## src/rtl/cla_pkg.sv

```systemverilog
// Shared types and constants for the nibble-serial carry-lookahead adder.
package cla_pkg;

  // Sequencer states: waiting for a request, stepping nibbles, reporting.
  typedef enum logic [1:0] {
    IDLE = 2'd0,
    RUN  = 2'd1,
    DONE = 2'd2
  } state_e;

  localparam int WIDTH_DEFAULT  = 32;
  localparam int SLICE          = 4;
  localparam int NSTEPS_DEFAULT = WIDTH_DEFAULT / SLICE;
  localparam int STEP_W_DEFAULT = $clog2(NSTEPS_DEFAULT);

  // Width of a counter that indexes nsteps steps; at least one bit.
  function automatic int step_width(input int nsteps);
    return (nsteps > 1) ? $clog2(nsteps) : 1;
  endfunction

endpackage

```

## src/rtl/cla4_slice.sv

```systemverilog
// Combinational 4-bit carry-lookahead slice with full generate/propagate terms.
module cla4_slice
  import cla_pkg::*;
(
  input  logic [SLICE-1:0] a,
  input  logic [SLICE-1:0] b,
  input  logic             cin,
  output logic [SLICE-1:0] s,
  output logic             c3,
  output logic             c4
);

  logic [SLICE-1:0] p;
  logic [SLICE-1:0] g;
  logic [SLICE:0]   c;

  // Per-bit propagate/generate and sum bits.
  for (genvar gi = 0; gi < SLICE; gi++) begin : g_bit
    assign p[gi] = a[gi] ^ b[gi];
    assign g[gi] = a[gi] & b[gi];
    assign s[gi] = p[gi] ^ c[gi];
  end

  // Every carry is expanded directly from cin so no carry waits on another.
  assign c[0] = cin;
  assign c[1] = g[0] | (p[0] & cin);
  assign c[2] = g[1] | (p[1] & g[0]) | (p[1] & p[0] & cin);
  assign c[3] = g[2] | (p[2] & g[1]) | (p[2] & p[1] & g[0])
              | (p[2] & p[1] & p[0] & cin);
  assign c[4] = g[3] | (p[3] & g[2]) | (p[3] & p[2] & g[1])
              | (p[3] & p[2] & p[1] & g[0]) | (p[3] & p[2] & p[1] & p[0] & cin);

  assign c3 = c[3];
  assign c4 = c[4];

endmodule

```

## src/rtl/cla_nibble_sequencer.sv

```systemverilog
// Multi-cycle adder/subtractor: one 4-bit CLA slice stepped across the
// operand nibbles LSB first, with the inter-nibble carry held in a register.
module cla_nibble_sequencer
  import cla_pkg::*;
#(
  parameter int WIDTH = WIDTH_DEFAULT
) (
  input  logic             clock,
  input  logic             reset,
  input  logic             start,
  input  logic             op_sub,
  input  logic [WIDTH-1:0] a,
  input  logic [WIDTH-1:0] b,
  input  logic             c_in,
  output logic             busy,
  output logic             done,
  output logic [WIDTH-1:0] sum,
  output logic             c_out,
  output logic             overflow
);

  localparam int NSTEPS = WIDTH / SLICE;
  localparam int STEP_W = step_width(NSTEPS);
  localparam logic [STEP_W-1:0] LAST_STEP = STEP_W'(NSTEPS - 1);

  if ((WIDTH % SLICE) != 0 || WIDTH < SLICE) begin : g_width_check
    $error("WIDTH must be a non-zero multiple of the slice width");
  end

  state_e              state_q;
  logic [STEP_W-1:0]   step_q;
  logic [WIDTH-1:0]    opa_q, opa_d;
  logic [WIDTH-1:0]    opb_q, opb_d;
  logic [WIDTH-1:0]    result_q, result_d;
  logic                carry_q;
  logic                c_out_q;
  logic                ovf_q;
  logic                busy_q;
  logic                done_q;

  logic [SLICE-1:0]    slice_s;
  logic                slice_c3;
  logic                slice_c4;

  cla4_slice u_slice (
    .a   (opa_q[SLICE-1:0]),
    .b   (opb_q[SLICE-1:0]),
    .cin (carry_q),
    .s   (slice_s),
    .c3  (slice_c3),
    .c4  (slice_c4)
  );

  // Operands drain from the bottom; each slice sum enters the result at the
  // top so that after the last step the result is in its natural position.
  always_comb begin
    opa_d    = opa_q >> SLICE;
    opb_d    = opb_q >> SLICE;
    result_d = {slice_s, result_q[WIDTH-1:SLICE]};
  end

  // Control FSM and datapath registers; all outputs come straight from flops.
  always_ff @(posedge clock) begin
    if (reset) begin
      state_q  <= IDLE;
      step_q   <= '0;
      opa_q    <= '0;
      opb_q    <= '0;
      result_q <= '0;
      carry_q  <= 1'b0;
      c_out_q  <= 1'b0;
      ovf_q    <= 1'b0;
      busy_q   <= 1'b0;
      done_q   <= 1'b0;
    end else begin
      case (state_q)
        IDLE: begin
          if (start) begin
            // Subtract is A + ~B + 1; the external carry-in is ignored then.
            opa_q   <= a;
            opb_q   <= op_sub ? ~b : b;
            carry_q <= op_sub ? 1'b1 : c_in;
            step_q  <= '0;
            busy_q  <= 1'b1;
            state_q <= RUN;
          end
        end
        RUN: begin
          opa_q    <= opa_d;
          opb_q    <= opb_d;
          result_q <= result_d;
          carry_q  <= slice_c4;
          step_q   <= step_q + 1'b1;
          if (step_q == LAST_STEP) begin
            // Top nibble: c3 is the carry into the MSB, c4 the carry out.
            c_out_q <= slice_c4;
            ovf_q   <= slice_c3 ^ slice_c4;
            busy_q  <= 1'b0;
            done_q  <= 1'b1;
            state_q <= DONE;
          end
        end
        DONE: begin
          done_q  <= 1'b0;
          state_q <= IDLE;
        end
        default: begin
          busy_q  <= 1'b0;
          done_q  <= 1'b0;
          state_q <= IDLE;
        end
      endcase
    end
  end

  assign busy     = busy_q;
  assign done     = done_q;
  assign sum      = result_q;
  assign c_out    = c_out_q;
  assign overflow = ovf_q;

endmodule

```

## config.mk

```make
export PLATFORM = sky130hd
export DESIGN_NAME = cla_nibble_sequencer
export DESIGN_NICKNAME = d
export VERILOG_FILES = /design/src/rtl/cla_pkg.sv /design/src/rtl/cla4_slice.sv /design/src/rtl/cla_nibble_sequencer.sv
export SDC_FILE = /design/constraint.sdc
export NUM_CORES = 1
export LEC_CHECK = 0
export BUFFER_PORTS_ARGS = -buffer_cell sky130_fd_sc_hd__buf_2
export CORE_ASPECT_RATIO = 1.75
export CORE_MARGIN = 1
export CORE_UTILIZATION = 45
export DETAILED_ROUTE_END_ITERATION = 10
export PLACE_DENSITY = 0.69
export SLEW_MARGIN = 20
export SYNTH_ARGS = -nofsm -noshare
export SYNTH_HDL_FRONTEND = slang
export SYNTH_HIERARCHICAL = 1
export SYNTH_SLANG_ARGS = --single-unit
```

## constraint.sdc

```tcl
create_clock -name clock -period 3.39 [get_ports clock]
set_input_delay 0.339 -clock clock [delete_from_list [all_inputs] [get_ports clock]]
set_output_delay 0.339 -clock clock [all_outputs]
set_load 0.005 [all_outputs]
```

# After elaboration in Yosys (flattened, before gate mapping)
# Cells that the tools add are included.
# word_totals
regBits	106
ramBits	0
mem_count	0
latchBits	0
mem_bits_ro	0
inputBits	69
out_inout_bits	36
# classes
n_eq_ne	5
n_mux	18
n_mul	0
addsub	1
shift	0
n_lt_le_gt_ge	0
n_reduce_logical	7
bitwise	42
div	0
# ops
cell	n
$pmux W32 S2	2
$mux W32	3
$not A32 Y32	1
$and A1 B1 Y1	20
$or A1 B1 Y1	10
$xor A1 B1 Y1	9
$reduce_and A2 Y1	4
$pmux W3 S2	1
$mux W1	5
$mux W2	2
$ne A2 B2 Y1 const B	2
$pmux W1 S2	2
$pmux W2 S2	1
$add A3 B1 Y3 const B	1
$eq A3 B3 Y1 const B	1
$mux W3	1
$pmux W1 S3	1
$reduce_and A3 Y1	1
$eq A2 B1 Y1 const B	1
$eq A2 B2 Y1 const B	1
$logic_not A2 Y1	1
$not A1 Y1	2
$reduce_bool A2 Y1	1

# Logic depth before layout (Yosys ltp)
# depth
depth_word	7
depth_mapped	7
ltp_nobuf	7

# By module
# Netlist, hierarchy kept.
# by_module_without_submodules
mod	area_each_um2	n_inst	cells_each	seq_area_each_um2
cla_nibble_sequencer	4486.8	1	500	2122.0
cla4_slice	155.1	1	18	0.0

# Worst setup path before layout
# OpenSTA, ideal clock, no wires.
# synth_timing
kind	register -> register
startpoint	register opa_q[0]
endpoint	register ovf_q (netlist: overflow)
arrival_time_ns	1.438
path_slack_ns	1.819
path_stages_with_launch	8
path_cell_list	dfxtp_1 > ha_1 > a211oi_2 > o21bai_2 > a21o_1 > xor2_1 > nand3_1 > a21oi_1
# synth_between
elab_chain_cells	5
elab_cells_between_ends	13
classes_between	bitwise: 13
# synth_lines
item	line	rtl
from (decl)	cla_nibble_sequencer.sv:32	logic [WIDTH-1:0] opa_q, opa_d;
from (signal assigned)	cla_nibble_sequencer.sv:89	opa_q <= opa_d;
$and A1 B1 Y1 or $xor A1 B1 Y1 (tied branches)	cla4_slice.sv:20, cla4_slice.sv:19	
$and A1 B1 Y1 (on tied branches)	cla4_slice.sv:28, cla4_slice.sv:29	
$or A1 B1 Y1 or $and A1 B1 Y1 (tied branches)	cla4_slice.sv:28, cla4_slice.sv:29	
$or A1 B1 Y1 *	cla4_slice.sv:29	| (p[2] & p[1] & p[0] & cin);
via slice_c3	cla_nibble_sequencer.sv:42	logic slice_c3;
$xor A1 B1 Y1 *	cla_nibble_sequencer.sv:97	ovf_q <= slice_c3 ^ slice_c4;
to (signal assigned)	cla_nibble_sequencer.sv:97	
to (decl)	cla_nibble_sequencer.sv:37	logic ovf_q;
# Mark *: on every way through the listed nets, which the timed path passes. The rest lies on a longest branch.
# A chain may end at the register's enable or synchronous reset.

# Final worst setup path
# layout_timing
startpoint	register state_q[0]
endpoint	register opa_q[3]
# layout_between
elab_chain_cells	3
elab_cells_between_ends	6
classes_between	eq/ne: 2; mux: 1; reduce/logical: 3
# layout_lines
item	line	rtl
from (decl)	cla_nibble_sequencer.sv:30	state_e state_q;
from (signal assigned)	cla_nibble_sequencer.sv:65	state_q <= IDLE;
from (signal assigned)	cla_nibble_sequencer.sv:85	state_q <= RUN;
from (signal assigned)	cla_nibble_sequencer.sv:100	state_q <= DONE;
$eq A2 B1 Y1 or $logic_not A2 Y1 (tied branches)	cla_nibble_sequencer.sv:76	case (state_q)
$reduce_bool A2 Y1 (no line) or $ne A2 B2 Y1 (tied branches)	n/a	
$reduce_and A2 Y1 (no line)	n/a	
# Parallel ways exist; a longest one is shown, timed or not.

==> reports/results.ini <==
[final_layout]
mostFrequentLayoutCells=dfxtp_1, buf_2, nor2_1
fin_area_sq_mm=0.00546
n_antenna_cell=0
final_nets=667
layout_commonest_cell=dfxtp_1
drive_gt1_frac=0.243
fin_util=0.548
synthToLayoutAreaGrowth_pct=17.7

[sta]
worstMarginPinSlew_ns=0.882
rsz0062_at_grt=false
period_minus_slack_ns=1.80
final.setup.worst_slack_ns=1.59
relSlewSlack=0.412
period_share=0.532
fin_tns_setup_ns=0
max_freq_ghz=0.555
setup_viol_count_final=0
clock_skew_ns=0.00363
hold_violations=0
finalMaxSlewViolations=0

[global_route]
overflow=0
grt_start_max_net_pins=66
antenna_found_initial=0
grt_util_all_layers=0.198
first_global_vias=3563
grt_pass1_wl_mm=16.6

[critical_path]
end_kind=register
required_ns=3.64
critPathLaunchType=register
cp_max_fo=32
startpoint=state_q[0]
r2r-start=state_q[0]
arrival_ns=2.05
critical_path_class=reg -> reg

[clock_tree]
post_cts_resized=0
ctsHoldBuffers=0
clk_path_buf_depth=2
clk_pin_slew_ns=0.07
clockRootBuffer=clkbuf_16
cts_tree=built
cts_setup_buffers=0
cts_sinks=106
clock_latency_ns=0.34
cts_buffers=9
cts_max_level=3

[synthesis]
async_flop_share=0
yosysUniqueCellTypes=34
syn_avg_cell_area_sq_um=8.96
yosys_warnings=6
synthFlopType=dfxtp_1
syn_area_sq_mm=0.00464
synth-seq-cells=106
syn-num-nets=594
synth_edf_count=0
ys_seq_area_frac=0.457
syn_inst=518

[drt]
vias_per_cell=5.30
ant_nets=0
firstDrtPassIters=4
drtIter0Drc=185
dr_total_vias=3823
drcViolationCount=0
wl_per_cell_microns=14.2
detail_route.wirelength_mm=10.3

[placed_design]
post-place-ws_ns=1.59
place.gp.congestion=0.745
dp_hpwl_mm=6.99
placed_area_sq_mm=0.00512
port_buffers=104

[worst_hold_path]
hp-class=in -> reg
hp-start=a[31]

[die]
ios=105
dieArea_sq_mm=0.0107
die_w_microns=78.8
core_area_sq_mm=0.00997
num_rows=48
die_h_microns=136
initial_utilization=0.466

[power_and_ir_drop]
pwr_density_cell_mw_per_mm2=534
power_w=0.00292
p_leak_nw=2.18
vdd_drop_max_mv=0.299

[flow_run]
drv_cap=0

[outcome]
run_status=finished clean

==> kinds of logic after synthesis <==
group           after synthesis  synth area share
flops                       106             0.457
xor+xnor                     36            0.0679
fa+ha+maj                     7            0.0205
buf+inv                      55            0.0615
mux                           1           0.00216
simple gates                145             0.126
compound gates              168             0.265
==> critical path: stages, from the launching register on <==
cell and delay (ns):
dfxtp_1 0.31, buf_4 0.23, inv_1 0.68, o2bb2ai_1 0.17, a211oi_1 0.30
==> metrics by stage <==
stage | cells | hold slack, ns
2_1_floorplan | 518 | 0.448
3_3_place_gp | 705 | 0.440
3_5_place_dp | 705 | 0.447
4_1_cts | 721 | 0.236
5_1_grt | 721 | 0.257
6_report | 721 | 0.245
==> Yosys cell counts, drive strengths merged (3+ instances only) <==
cell type	number	area share
a211oi	29	0.048
a21oi	37	0.040
a22oi	39	0.063
buf	28	0.040
clkbuf	20	0.016
dfxtp	106	0.46
ha	6	0.016
inv	7	0.0057
nand2	67	0.054
nand2b	3	0.0057
nor2	68	0.055
o22ai	33	0.058
o2bb2ai	24	0.045
xnor2	29	0.055
xor2	7	0.013
==> worst paths after layout <==
check	slack (ns)	cells past startpoint	end
max	1.59	4	opa_q[3]
min	0.24	3	opa_q[31]
max reg2reg	1.59	4	opa_q[3]
min reg2reg	0.45	2	sum[0]
==> power by group <==
part | internal, W | total [W] | switching [W]
Clock | 0.000720 | 0.00117 | 0.000452
Sequential | 0.00132 | 0.00137 | 0.0000470
Combinational | 0.000165 | 0.000378 | 0.000213
==> cell type report <==
class / count / area [sq um]
tap: 125 / 156
fill: 960 / 4510
timing repair buffer: 110 / 568
inverter: 7 / 26.3
multi-input combinational: 357 / 2250
clock buffer: 9 / 225
clock inverter: 7 / 118
sequential: 106 / 2120
==> flip-flops by register name, indices dropped and copies added (netlist names) <==
register	count
sum	32
done	1
opb_q	32
step_q	3
c_out	1
state_q	2
overflow	1
busy	1
opa_q	32
carry_q	1
==> per-layer routing <==
layer | wire (microns) | GRT usage | vias up | part of all wire
met4 | 236 | 0.0926 | 0 | 0.023
met5 | 0 | 0 | - | 0
met1 | 4350 | 0.226 | 1740 | 0.42
li1 | - | - | 1977 | -
met3 | 440 | 0.0416 | 15 | 0.043
met2 | 5240 | 0.346 | 91 | 0.51
Note: power is estimated with default switching activity, not from simulation.
